==> src/rtl/hazard_ctrl_if.sv <==
// rtl/hazard_ctrl_if.sv - pipeline hazard bundle between the rv32i stages and hazard_ctrl
// Groups the register-address/control inputs from D/E/M/W and the stall, flush,
// forwarding and performance outputs. slave = hazard_ctrl side, master = pipeline side.
interface hazard_ctrl_if #(
    parameter int ADW = 5
);
    logic [ADW-1:0] Rs1D;
    logic [ADW-1:0] Rs2D;
    logic [ADW-1:0] Rs1E;
    logic [ADW-1:0] Rs2E;
    logic [ADW-1:0] RdE;
    logic           resultsrcE;
    logic           regwriteE;
    logic           pcsrcE;
    logic [ADW-1:0] RdM;
    logic [ADW-1:0] RdW;
    logic           regwriteM;
    logic           regwriteW;
    logic           mem_reqM;
    logic           mem_ackM;
    logic           stallF;
    logic           stallD;
    logic           stallE;
    logic           stallM;
    logic           flushD;
    logic           flushE;
    logic [1:0]     fwdAE;
    logic [1:0]     fwdBE;
    logic           mem_err;
    logic [31:0]    stall_cnt;
    logic [31:0]    flush_cnt;

    modport slave (
        input  Rs1D, Rs2D, Rs1E, Rs2E, RdE, resultsrcE, regwriteE, pcsrcE,
               RdM, RdW, regwriteM, regwriteW, mem_reqM, mem_ackM,
        output stallF, stallD, stallE, stallM, flushD, flushE,
               fwdAE, fwdBE, mem_err, stall_cnt, flush_cnt
    );

    modport master (
        output Rs1D, Rs2D, Rs1E, Rs2E, RdE, resultsrcE, regwriteE, pcsrcE,
               RdM, RdW, regwriteM, regwriteW, mem_reqM, mem_ackM,
        input  stallF, stallD, stallE, stallM, flushD, flushE,
               fwdAE, fwdBE, mem_err, stall_cnt, flush_cnt
    );
endinterface

==> src/rtl/hazard_ctrl.sv <==
// rtl/hazard_ctrl.sv - stall/flush/forwarding sequencer for the rv32i 5-stage pipeline
// Ports:
//   clk   - rising-edge clock
//   rst_n - asynchronous active-low reset
//   hz    - hazard_ctrl_if.slave: D/E/M/W register addresses and controls in,
//           stallF/D/E/M, flushD/E, fwdAE/BE, mem_err, stall_cnt/flush_cnt out
// States: BOOT (front-end flush after reset), RUN, MEM_WAIT (frozen on data memory).
// Optional feature macro HAZARD_CTRL_PERF_CNT_EN enables the stall/flush counters;
// without it both counter outputs are tied to zero.
module hazard_ctrl #(
    parameter int ADW         = 5,
    parameter int BOOT_FLUSH  = 2,
    parameter int MEM_TIMEOUT = 15
) (
    input  logic        clk,
    input  logic        rst_n,
    hazard_ctrl_if.slave hz
);
    typedef enum logic [1:0] {
        BOOT     = 2'd0,
        RUN      = 2'd1,
        MEM_WAIT = 2'd2
    } state_t;

    localparam logic [3:0] BOOT_INIT = 4'(BOOT_FLUSH);
    localparam logic [7:0] TO_LIMIT  = 8'(MEM_TIMEOUT);

    logic [ADW-1:0] rs1d, rs2d, rs1e, rs2e, rde, rdm, rdw;
    assign rs1d = hz.Rs1D;
    assign rs2d = hz.Rs2D;
    assign rs1e = hz.Rs1E;
    assign rs2e = hz.Rs2E;
    assign rde  = hz.RdE;
    assign rdm  = hz.RdM;
    assign rdw  = hz.RdW;

    state_t     state_q, state_d;
    logic [3:0] boot_cnt_q, boot_cnt_d;
    logic [7:0] to_cnt_q, to_cnt_d;

    logic stall_all;
    logic stall_fd;
    logic flush_d;
    logic flush_e;
    logic mem_err;
    logic load_use;
    logic [1:0] fwd_a;
    logic [1:0] fwd_b;

    // A load in E whose destination is read by the instruction in D; x0 never counts.
    assign load_use = hz.resultsrcE & hz.regwriteE & (rde != '0) &
                      ((rde == rs1d) | (rde == rs2d));

    always_comb begin
        state_d    = state_q;
        boot_cnt_d = boot_cnt_q;
        to_cnt_d   = to_cnt_q;
        stall_all  = 1'b0;
        stall_fd   = 1'b0;
        flush_d    = 1'b0;
        flush_e    = 1'b0;
        mem_err    = 1'b0;
        case (state_q)
            BOOT: begin
                flush_d = 1'b1;
                flush_e = 1'b1;
                if (boot_cnt_q <= 4'd1) begin
                    state_d = RUN;
                end else begin
                    boot_cnt_d = boot_cnt_q - 4'd1;
                end
            end
            RUN: begin
                if (hz.mem_reqM && !hz.mem_ackM) begin
                    stall_all = 1'b1;
                    state_d   = MEM_WAIT;
                    to_cnt_d  = 8'd1;
                end else if (hz.pcsrcE) begin
                    // Branch squashes the dependent instruction, so no stall is needed.
                    flush_d = 1'b1;
                    flush_e = 1'b1;
                end else if (load_use) begin
                    stall_fd = 1'b1;
                    flush_e  = 1'b1;
                end
            end
            MEM_WAIT: begin
                // E is frozen here, so a pending branch is acted on after returning to RUN.
                stall_all = 1'b1;
                if (hz.mem_ackM) begin
                    state_d = RUN;
                end else if (to_cnt_q == TO_LIMIT) begin
                    mem_err = 1'b1;
                    state_d = RUN;
                end else begin
                    to_cnt_d = to_cnt_q + 8'd1;
                end
            end
            default: begin
                state_d = BOOT;
            end
        endcase
    end

    always_ff @(posedge clk or negedge rst_n) begin
        if (!rst_n) begin
            state_q    <= BOOT;
            boot_cnt_q <= BOOT_INIT;
            to_cnt_q   <= 8'd0;
        end else begin
            state_q    <= state_d;
            boot_cnt_q <= boot_cnt_d;
            to_cnt_q   <= to_cnt_d;
        end
    end

    // M result is newer than W, so it takes priority; selects are held at 00 in reset.
    always_comb begin
        fwd_a = 2'b00;
        fwd_b = 2'b00;
        if (rst_n) begin
            if (hz.regwriteM && (rdm != '0) && (rdm == rs1e)) begin
                fwd_a = 2'b10;
            end else if (hz.regwriteW && (rdw != '0) && (rdw == rs1e)) begin
                fwd_a = 2'b01;
            end
            if (hz.regwriteM && (rdm != '0) && (rdm == rs2e)) begin
                fwd_b = 2'b10;
            end else if (hz.regwriteW && (rdw != '0) && (rdw == rs2e)) begin
                fwd_b = 2'b01;
            end
        end
    end

    assign hz.stallF  = stall_all | stall_fd;
    assign hz.stallD  = stall_all | stall_fd;
    assign hz.stallE  = stall_all;
    assign hz.stallM  = stall_all;
    assign hz.flushD  = flush_d;
    assign hz.flushE  = flush_e;
    assign hz.fwdAE   = fwd_a;
    assign hz.fwdBE   = fwd_b;
    assign hz.mem_err = mem_err;

`ifdef HAZARD_CTRL_PERF_CNT_EN
    logic [31:0] stall_cnt_q, stall_cnt_d;
    logic [31:0] flush_cnt_q, flush_cnt_d;

    // Boot flushes are excluded: only RUN-state flushE reflects real hazards.
    always_comb begin
        stall_cnt_d = stall_cnt_q + 32'(stall_all | stall_fd);
        flush_cnt_d = flush_cnt_q + 32'((state_q == RUN) & flush_e);
    end

    always_ff @(posedge clk or negedge rst_n) begin
        if (!rst_n) begin
            stall_cnt_q <= 32'd0;
            flush_cnt_q <= 32'd0;
        end else begin
            stall_cnt_q <= stall_cnt_d;
            flush_cnt_q <= flush_cnt_d;
        end
    end

    assign hz.stall_cnt = stall_cnt_q;
    assign hz.flush_cnt = flush_cnt_q;
`else
    assign hz.stall_cnt = 32'd0;
    assign hz.flush_cnt = 32'd0;
`endif
endmodule

==> src/flat_wrapper.sv <==
// flat-port wrapper written by rule: the top's interface ports become plain ports
module hazard_ctrl_flat 
#(
    parameter int ADW         = 5,
    parameter int BOOT_FLUSH  = 2,
    parameter int MEM_TIMEOUT = 15
)
  (clk, rst_n, hz_Rs1D, hz_Rs2D, hz_Rs1E, hz_Rs2E, hz_RdE, hz_resultsrcE, hz_regwriteE, hz_pcsrcE, hz_RdM, hz_RdW, hz_regwriteM, hz_regwriteW, hz_mem_reqM, hz_mem_ackM, hz_stallF, hz_stallD, hz_stallE, hz_stallM, hz_flushD, hz_flushE, hz_fwdAE, hz_fwdBE, hz_mem_err, hz_stall_cnt, hz_flush_cnt);
  hazard_ctrl_if #(.ADW(ADW)) hz_i ();
  input  logic clk;
  input  logic rst_n;
  input wire logic [$bits(hz_i.Rs1D)-1:0] hz_Rs1D;
  input wire logic [$bits(hz_i.Rs2D)-1:0] hz_Rs2D;
  input wire logic [$bits(hz_i.Rs1E)-1:0] hz_Rs1E;
  input wire logic [$bits(hz_i.Rs2E)-1:0] hz_Rs2E;
  input wire logic [$bits(hz_i.RdE)-1:0] hz_RdE;
  input wire logic [$bits(hz_i.resultsrcE)-1:0] hz_resultsrcE;
  input wire logic [$bits(hz_i.regwriteE)-1:0] hz_regwriteE;
  input wire logic [$bits(hz_i.pcsrcE)-1:0] hz_pcsrcE;
  input wire logic [$bits(hz_i.RdM)-1:0] hz_RdM;
  input wire logic [$bits(hz_i.RdW)-1:0] hz_RdW;
  input wire logic [$bits(hz_i.regwriteM)-1:0] hz_regwriteM;
  input wire logic [$bits(hz_i.regwriteW)-1:0] hz_regwriteW;
  input wire logic [$bits(hz_i.mem_reqM)-1:0] hz_mem_reqM;
  input wire logic [$bits(hz_i.mem_ackM)-1:0] hz_mem_ackM;
  output wire logic [$bits(hz_i.stallF)-1:0] hz_stallF;
  output wire logic [$bits(hz_i.stallD)-1:0] hz_stallD;
  output wire logic [$bits(hz_i.stallE)-1:0] hz_stallE;
  output wire logic [$bits(hz_i.stallM)-1:0] hz_stallM;
  output wire logic [$bits(hz_i.flushD)-1:0] hz_flushD;
  output wire logic [$bits(hz_i.flushE)-1:0] hz_flushE;
  output wire logic [$bits(hz_i.fwdAE)-1:0] hz_fwdAE;
  output wire logic [$bits(hz_i.fwdBE)-1:0] hz_fwdBE;
  output wire logic [$bits(hz_i.mem_err)-1:0] hz_mem_err;
  output wire logic [$bits(hz_i.stall_cnt)-1:0] hz_stall_cnt;
  output wire logic [$bits(hz_i.flush_cnt)-1:0] hz_flush_cnt;
  assign hz_i.Rs1D = hz_Rs1D;
  assign hz_i.Rs2D = hz_Rs2D;
  assign hz_i.Rs1E = hz_Rs1E;
  assign hz_i.Rs2E = hz_Rs2E;
  assign hz_i.RdE = hz_RdE;
  assign hz_i.resultsrcE = hz_resultsrcE;
  assign hz_i.regwriteE = hz_regwriteE;
  assign hz_i.pcsrcE = hz_pcsrcE;
  assign hz_i.RdM = hz_RdM;
  assign hz_i.RdW = hz_RdW;
  assign hz_i.regwriteM = hz_regwriteM;
  assign hz_i.regwriteW = hz_regwriteW;
  assign hz_i.mem_reqM = hz_mem_reqM;
  assign hz_i.mem_ackM = hz_mem_ackM;
  assign hz_stallF = hz_i.stallF;
  assign hz_stallD = hz_i.stallD;
  assign hz_stallE = hz_i.stallE;
  assign hz_stallM = hz_i.stallM;
  assign hz_flushD = hz_i.flushD;
  assign hz_flushE = hz_i.flushE;
  assign hz_fwdAE = hz_i.fwdAE;
  assign hz_fwdBE = hz_i.fwdBE;
  assign hz_mem_err = hz_i.mem_err;
  assign hz_stall_cnt = hz_i.stall_cnt;
  assign hz_flush_cnt = hz_i.flush_cnt;
  hazard_ctrl #(.ADW(ADW), .BOOT_FLUSH(BOOT_FLUSH), .MEM_TIMEOUT(MEM_TIMEOUT)) u_core (.clk(clk), .rst_n(rst_n), .hz(hz_i));
endmodule
==> config.mk <==
export PLATFORM = sky130hd
export DESIGN_NAME = hazard_ctrl_flat
export DESIGN_NICKNAME = d
export VERILOG_FILES = /design/src/rtl/hazard_ctrl_if.sv /design/src/rtl/hazard_ctrl.sv /design/src/flat_wrapper.sv
export SDC_FILE = /design/constraint.sdc
export NUM_CORES = 1
export LEC_CHECK = 0
export CAP_MARGIN = 40
export CORE_ASPECT_RATIO = 1.2
export CORE_MARGIN = 2
export CORE_UTILIZATION = 37
export DETAILED_ROUTE_END_ITERATION = 6
export PLACE_DENSITY = 0.82
export REMOVE_ABC_BUFFERS = 1
export SETUP_SLACK_MARGIN = 0.3
export SLEW_MARGIN = 5
export SYNTH_ARGS = -nofsm -noshare
export SYNTH_HDL_FRONTEND = slang
export SYNTH_SLANG_ARGS = --single-unit
==> constraint.sdc <==
create_clock -name clk -period 2.7 [get_ports clk]
set_input_delay 0.81 -clock clk [delete_from_list [all_inputs] [get_ports clk]]
set_output_delay 0.81 -clock clk [all_outputs]
set_load 0.02 [all_outputs]
-- Word level (Yosys, flattened, before mapping)
Index checks and enable logic that the tools add are counted.
W data, S select, Z words.
- reduce and logical (&&, ||, !) cells: 16
- equality and inequality tests: 14
- muxes and demuxes: 30
- bitwise operators: 6
- add/sub/neg operators: 2
- order comparisons: 1
- operator list (kind ; number):
    $eq A5 B5 Y1 ; 6
    $mux W8 ; 3
    $mux W2 ; 8
    $pmux W8 S2 ; 1
    $reduce_bool A5 Y1 ; 3
    $mux W1 ; 14
    $add A8 B1 Y8 const B ; 1
    $eq A8 B4 Y1 const B ; 1
    $logic_and A1 B1 Y1 ; 7
    $pmux W1 S2 ; 3
    $pmux W2 S3 ; 1
    $le A4 B1 Y1 const B ; 1
    $ne A2 B1 Y1 const B ; 2
    $ne A2 B2 Y1 const B ; 2
    $reduce_and A4 Y1 ; 1
    $sub A4 B1 Y4 const B ; 1
    $and A1 B1 Y1 ; 3
    $ne A3 B2 Y1 const B ; 1
    $reduce_and A3 Y1 ; 1
    $eq A2 B1 Y1 const B ; 1
    $eq A2 B2 Y1 const B ; 1
    $logic_not A2 Y1 ; 1
    $or A1 B1 Y1 ; 2
    $reduce_and A2 Y1 ; 1
    other kinds (3) ; 3
- output and inout port bits: 75
- input bits: 44
- bits in registers: 14

-- Logic depth before layout (Yosys ltp)
Gate-level depths: netlist (run 1).
- word-level depth: 8
- gate-level depth with buffers: 6
- mapped depth without buffers: 6

-- Worst setup path after synthesis (run 1)
OpenSTA, ideal clock, no wires.
- path kind: input-to-output
- from: input port hz_RdM[0]
- to: output port hz_fwdAE[0]
- data arrival time: 2.279 ns
- path buffers: 0
- stages on the path: 4
- setup slack: -0.389 ns
- cell sequence: or4_1 o21ai_1 nor4_1 nor4_1
- word-level cells in the longest chain between the ends: 5
- elaborated cells between the ends (all ways): 6
- classes of those cells: eq/ne: 1; mux: 2; reduce/logical: 3
- ends and longest elaborated chain (item ; line ; RTL):
    start, declared ; flat_wrapper.sv:20 ; input wire logic [$bits(hz_i.RdM)-1:0] hz_RdM;
    $reduce_bool A5 Y1 ; hazard_ctrl.sv:122 ; if (hz.regwriteM && (rdm != '0) && (rdm == rs1e)) begin
    $logic_and A1 B1 Y1 ; hazard_ctrl.sv:122 ;
    $logic_and A1 B1 Y1 * ; hazard_ctrl.sv:122 ;
    $mux W2 * ; hazard_ctrl.sv:122 ;
    $mux W2 * ; hazard_ctrl.sv:121 ; if (rst_n) begin
    end, declared ; flat_wrapper.sv:32 ; output wire logic [$bits(hz_i.fwdAE)-1:0] hz_fwdAE;
Every way passes the cells marked *; elsewhere a longest branch is shown, timed or not.

-- Worst setup path after layout (run 1)
Same ends and word-level chain as after synthesis.

==> results of run 1 <==
## cell families (layout without fill, tap and decap cells)
| kind of cell | after synthesis | after routing | share of synthesized area |
|---|---|---|---|
| simple gates | 56 | 56 | 0.181 |
| buf+inv | 73 | 107 | 0.287 |
| xor+xnor | 33 | 33 | 0.158 |
| flops | 14 | 14 | 0.192 |
| other cells | 1 | 64 | 0.00205 |
| compound gates | 23 | 23 | 0.0992 |
| fa+ha+maj | 7 | 7 | 0.0479 |
| mux | 5 | 5 | 0.0321 |
## path summary, 6_finish.rpt
check	start	end	slack (ns)	cells past startpoint
setup / recovery	hz_RdM[0]	hz_fwdAE[0]	-0.26	6
hold / removal	u_core.boot_cnt_q[1]$_DFFE_PN1P_	u_core.boot_cnt_q[1]$_DFFE_PN1P_	0.50	2
setup reg to reg	u_core.state_q[0]$_DFFE_PN0P_	u_core.to_cnt_q[7]$_DFFE_PN0P_	0.42	8
hold reg to reg	u_core.boot_cnt_q[1]$_DFFE_PN1P_	u_core.boot_cnt_q[1]$_DFFE_PN1P_	0.50	2
max in group asynchronous	rst_n	u_core.boot_cnt_q[1]$_DFFE_PN1P_	1.76	2
min in group asynchronous	rst_n	u_core.to_cnt_q[4]$_DFFE_PN0P_	0.68	2
## power groups by stage
stage	combinational (mW)	sequential, mW	clock (mW)
6_report	0.925	0.311	0.206
5_1_grt	1.01	0.320	0.223
4_1_cts	0.890	0.306	0.214
3_5_place_dp	0.846	0.308	0
3_3_place_gp	0.825	0.303	0
2_1_floorplan	0.467	0.310	0
## state kept, by name, summed over array words and instances, names as in the netlist
name and count:
u_core.to_cnt_q 8, u_core.state_q 2, u_core.boot_cnt_q 4
## layout by cell type, fill, tap and decap left out, types with 2 or more instances in the layout
cell type	Yosys	final
buf_2	0	7
buf_4	67	40
buf_6	0	21
buf_8	0	2
clkbuf_8	0	4
clkdlybuf4s15_1	0	4
clkdlybuf4s15_2	0	2
conb_1	1	64
dfrtp_1	13	13
dlygate4sd2_1	0	18
dlymetal6s2s_1	0	2
ha_1	7	4
ha_2	0	3
inv_1	6	5
mux2_1	3	3
nand2_1	11	10
nand3_1	5	5
nand3b_1	2	2
nor2_1	7	6
nor2b_1	2	2
nor3_2	0	3
nor4_4	1	5
o211ai_1	2	2
o21ai_0	5	5
o21bai_1	3	3
or2_4	2	2
or4_1	7	4
or4_4	0	3
xnor2_1	11	10
xor2_1	22	21
## area by class of cell
class	count	area, um2	share of cell area
inverters	6	22.5	0.00828
clock buffers	4	55.1	0.0202
well taps	60	75.1	0.0276
repair buffers	97	857	0.315
flip-flops and latches	14	352	0.129
multi-input cells	188	1360	0.499
## worst min-delay path, stage by stage (launching register included)
cell	delay, ns
dfstp_2	0.37
nand2_1	0.04
o21ai_0	0.07
## metrics by stage
stage,utilization,instances,cell area (um2)
2_1_floorplan,-,208,1560
3_3_place_gp,0.505,357,2440
3_5_place_dp,0.505,357,2440
4_1_cts,0.538,366,2600
5_1_grt,0.562,369,2720
6_report,0.562,369,2720
## per-layer routing
layer / share of wire / routed length (um) / vias to the layer above / GRT usage
met5: 0 / 0 / - / 0
li1: - / - / 789 / -
met3: 0.079 / 360 / 6 / 0.0166
met1: 0.33 / 1500 / 767 / 0.147
met4: 0.018 / 80 / 0 / 0.0720
met2: 0.57 / 2590 / 86 / 0.335
## repair_timing
action,in CTS,in global routing
gates resized for setup,191,25
buffers inserted,5,3
endpoints found under the hold margin,0,0
pin swaps,35,22
endpoints found under the setup margin,13,13
==> results.yml, run 1 <==
yosys:
  ys_ff_latch: 14
  syn-cell-area_um2: 1830
  seq_area_frac_synth: 0.192
  yosys-top-cells-count: "buf_4 (67), xor2_1 (22), dfrtp_1 (13), nand2_1 (11), xnor2_1 (11)"
  yosys.cell_count.top_type: "buf_4"
  synth_edf_count: 0
  syn_avg_cell_area_um2: 8.63
  ys_types: 42
  async_flop_share: 1.00
  yosysTopAreaCell: "buf_4"
  yosysTopAreaCellShare: 0.275
  synthFlopType: "dfrtp_1"
  ys_warn_count: 0
  synthTopCellsByArea: "buf_4 (27%), dfrtp_1 (18%), xor2_1 (11%)"
  syn_inst: 212
setup_path:
  cp_top_family: "simple AND/OR/NAND/NOR gates"
  cp.buffers_inverters: 2
  cpMostUsedCell: "nor4_4"
  worstPathCellList: "buf_8, or4_4, o21ai_4, nor4_4, nor4_4, buf_4"
  worstSetupPathType: "in -> out"
  cp_slowest_stage_delay_ns: 0.54
  worst-path-max-fanout: 2
  arrival_ns: 2.15
  cp.required_ns: 1.89
  crit_slowest_cell: "or4_4"
  startpoint_type: "input pin"
  end_kind: "output pin"
route:
  drtAntennaViolNets: 0
  routed_via_density: 4.47
  drt_iter0_markers: 33
  routed-via-count: 1648
  drc_errors: 0
  drtPass1Iterations: 4
  drt-total-wl_um: 4530
  wl_per_cell_um: 12.3
timing:
  setup_violations: 6
  fmax_mhz: 338
  fin_hold_ws_ns: 0.500
  fin_crit_ns: 2.96
  fin_ws_ns: -0.263
  hold_viol_final: 0
  setup_tns_ns: -0.899
  period_share: 1.10
  report.final.slew_viol_count: 0
  skew_ns: 0.00323
  rsz0062_at_grt: "yes"
final_layout:
  syn_to_final_growth_pct: 48.6
  final_net_count: 361
  drive_above_1_share: 0.359
  antenna_cells: 0
  fillers: 436
power:
  p_leak_nw: 1.30
  p_seq_frac: 0.216
  p_comb_frac: 0.642
  vdd_ir_drop_max_v: 0.000276
  p_per_area_nw_per_um2: 530
  power.switching_uw: 607
  netSwitchingFraction: 0.421
  p_int_uw: 835
  fin_total_pwr_mw: 1.44
  clkPwrFrac: 0.143
placement:
  portBuffers: 54
  dp_slack_ns: -1.06
  dpl.hpwl_um: 3520
  gp_congestion: 0.913
clock_network:
  clk_pin_slew_worst_paths_ns: 0.05
  cts_buffers: 3
  holdBufCountCts: 0
  clockBufferDepth: 2
  insertion_delay_ns: 0.25
  cts_sinks: 14
  clockRootBuffer: "clkbuf_8"
  htreeDepth: 1
  cts_tree: "done"
floorplanning:
  start_util: 0.378
  die_w_um: 68.2
  io_pins: 119
  rows: 28
  core_area_um2: 4830
  die_y_um: 81.0
  die_area_um2: 5520
grt:
  grt_pass1_vias: 1583
  grtUsageTotal: 0.161
  grt_max_degree: 17
  gr-total-overflow: 0
  grt_pass1_wl_um: 6750
  antenna_found_initial: 0
min_path:
  hold_path.class: "reg -> reg"
flow_run:
  cap_violations: 0
run_status:
  violations: "negative setup slack"
  outcome: "finished with violations"
No activity file was read; power rests on OpenSTA's default activity.
==> run 2, diff against run 1 <==
--- a/config.mk
+++ b/config.mk
@@ -6,7 +6,6 @@
 export NUM_CORES = 1
 export LEC_CHECK = 0
 export CAP_MARGIN = 40
-export CORE_ASPECT_RATIO = 1.2
 export CORE_MARGIN = 2
 export CORE_UTILIZATION = 37
 export DETAILED_ROUTE_END_ITERATION = 6
==> results.yml, run 2 (same netlist as run 1, synthesis figures left out) <==
run_status:
  outcome: "finished with violations"
  violations: "negative setup slack"
min_path:
  hold_path.class: "reg -> reg"
final_layout:
  final_net_count: 361
  largest_reg_flops: 8
  final_cell_mix: "conb_1 (64), buf_4 (41), xor2_1 (20)"
  instances_no_fill: 376
  antenna_cells: 0
  syn_to_final_growth_pct: 44.6
  fin_util: 0.556
  drive_above_1_share: 0.346
  regMostFlops: "u_core.to_cnt_q"
  largestRegisters: "u_core.to_cnt_q: 8 flops, u_core.boot_cnt_q: 4 flops, u_core.state_q: 2 flops"
  layout.cells.most_common: "conb_1"
clock_network:
  cts_sinks: 14
  clockBufferDepth: 2
  cts_buffers: 3
  clockRootBuffer: "clkbuf_8"
  cts_tree: "done"
  htreeDepth: 1
  insertion_delay_ns: 0.25
  clk_pin_slew_worst_paths_ns: 0.05
setup_path:
  arrival_ns: 2.09
  crit_slowest_cell: "or4_1"
  end_kind: "output pin"
  cp.required_ns: 1.89
  startpoint_type: "input pin"
  worstPathCellList: "buf_6, buf_6, xor2_1, or4_1, nor4_1, buf_2"
  worst-path-max-fanout: 2
  worstSetupPathType: "in -> out"
  cp_slowest_stage_delay_ns: 0.51
  cpMostUsedCell: "buf_6"
grt:
  gr-total-overflow: 0
  grt_pass1_wl_um: 6120
  grt_max_degree: 17
  antenna_found_initial: 0
  grtUsageTotal: 0.142
  grt_pass1_vias: 1399
timing:
  period_share: 1.07
  skew_ns: 0.00646
  rsz0062_at_grt: "yes"
  worst_pin_slew_ns: 0.499
  fmax_mhz: 345
  slew-limit-headroom: 0.662
  setup_tns_ns: -0.576
  hold_viol_final: 0
  report.final.slew_viol_count: 0
  fin_hold_ws_ns: 0.489
  fin_ws_ns: -0.200
  setup_violations: 5
  fin_crit_ns: 2.90
route:
  drt-total-wl_um: 4200
  drc_errors: 0
  drtAntennaViolNets: 0
  drtPass1Iterations: 4
  routed-via-count: 1584
  wl_per_cell_um: 11.2
  routed_via_density: 4.21
  drt_iter0_markers: 37
floorplanning:
  rows: 25
  die_w_um: 74.3
  start_util: 0.385
  die_y_um: 74.3
  core_area_um2: 4750
  io_pins: 119
  die_area_um2: 5520
placement:
  dpl.hpwl_um: 3300
  gp_congestion: 0.796
  place_inst: 368
  dp_slack_ns: -1.13
  portBuffers: 54
power:
  p_per_area_nw_per_um2: 524
  p_leak_nw: 1.29
  vdd_ir_drop_max_v: 0.000314
flow_run:
  cap_violations: 0
## run 2: report_power, final
part           internal, mW  switching [mW]  leakage, nW
clock network         0.104          0.0723       0.0228
registers             0.263          0.0417        0.183
logic                 0.433           0.472         1.08
total                 0.800           0.586         1.29
## run 2: timing repair
action                     CTS  global route
gates resized for setup    177            20
setup endpoints to repair   11            10
setup buffers                2             2
hold buffers                 0             0
pin swaps                   31            14
## run 2: area by class of cell
| cell class | instances | area (um2) |
|---|---|---|
| sequential | 14 | 352 |
| inverter | 6 | 22.5 |
| multi-input combinational | 188 | 1330 |
| tap | 67 | 83.8 |
| timing repair buffer | 97 | 812 |
| clock buffer | 4 | 45.0 |
| fill | 438 | 2110 |
## run 2: through the flow
step | power, mW | cell area (um2)
floorplan | 0.777 | 1560
global placement | 1.14 | 2480
detailed placement | 1.16 | 2480
CTS | 1.34 | 2550
global route | 1.48 | 2650
finish | 1.39 | 2650
## run 2: routing by layer
metal	wire [um]	vias up	global-route usage
met5	0	-	0
met4	39	0	0.0417
met3	312	5	0.0217
met2	2210	72	0.269
met1	1640	719	0.164
li1	-	788	-
## run 2: worst paths after layout
| path | start | slack [ns] | endpoint | cells after the start |
|---|---|---|---|---|
| max in group asynchronous | rst_n | 1.78 | u_core.boot_cnt_q[1]$_DFFE_PN1P_ | 2 |
| min | u_core.boot_cnt_q[1]$_DFFE_PN1P_ | 0.49 | u_core.boot_cnt_q[1]$_DFFE_PN1P_ | 2 |
| min in group asynchronous | rst_n | 0.67 | u_core.to_cnt_q[3]$_DFFE_PN0P_ | 2 |
| max | hz_RdW[3] | -0.20 | hz_fwdAE[0] | 6 |
| max reg2reg | u_core.state_q[0]$_DFFE_PN0P_ | 0.47 | u_core.to_cnt_q[6]$_DFFE_PN0P_ | 8 |
| min reg2reg | u_core.boot_cnt_q[1]$_DFFE_PN1P_ | 0.49 | u_core.boot_cnt_q[1]$_DFFE_PN1P_ | 2 |
## run 2: critical path: cells and delay by family
family | cells | cell delay [ns]
xor+xnor | 1 | 0.13
buf+inv | 3 | 0.40
simple gates | 2 | 0.74
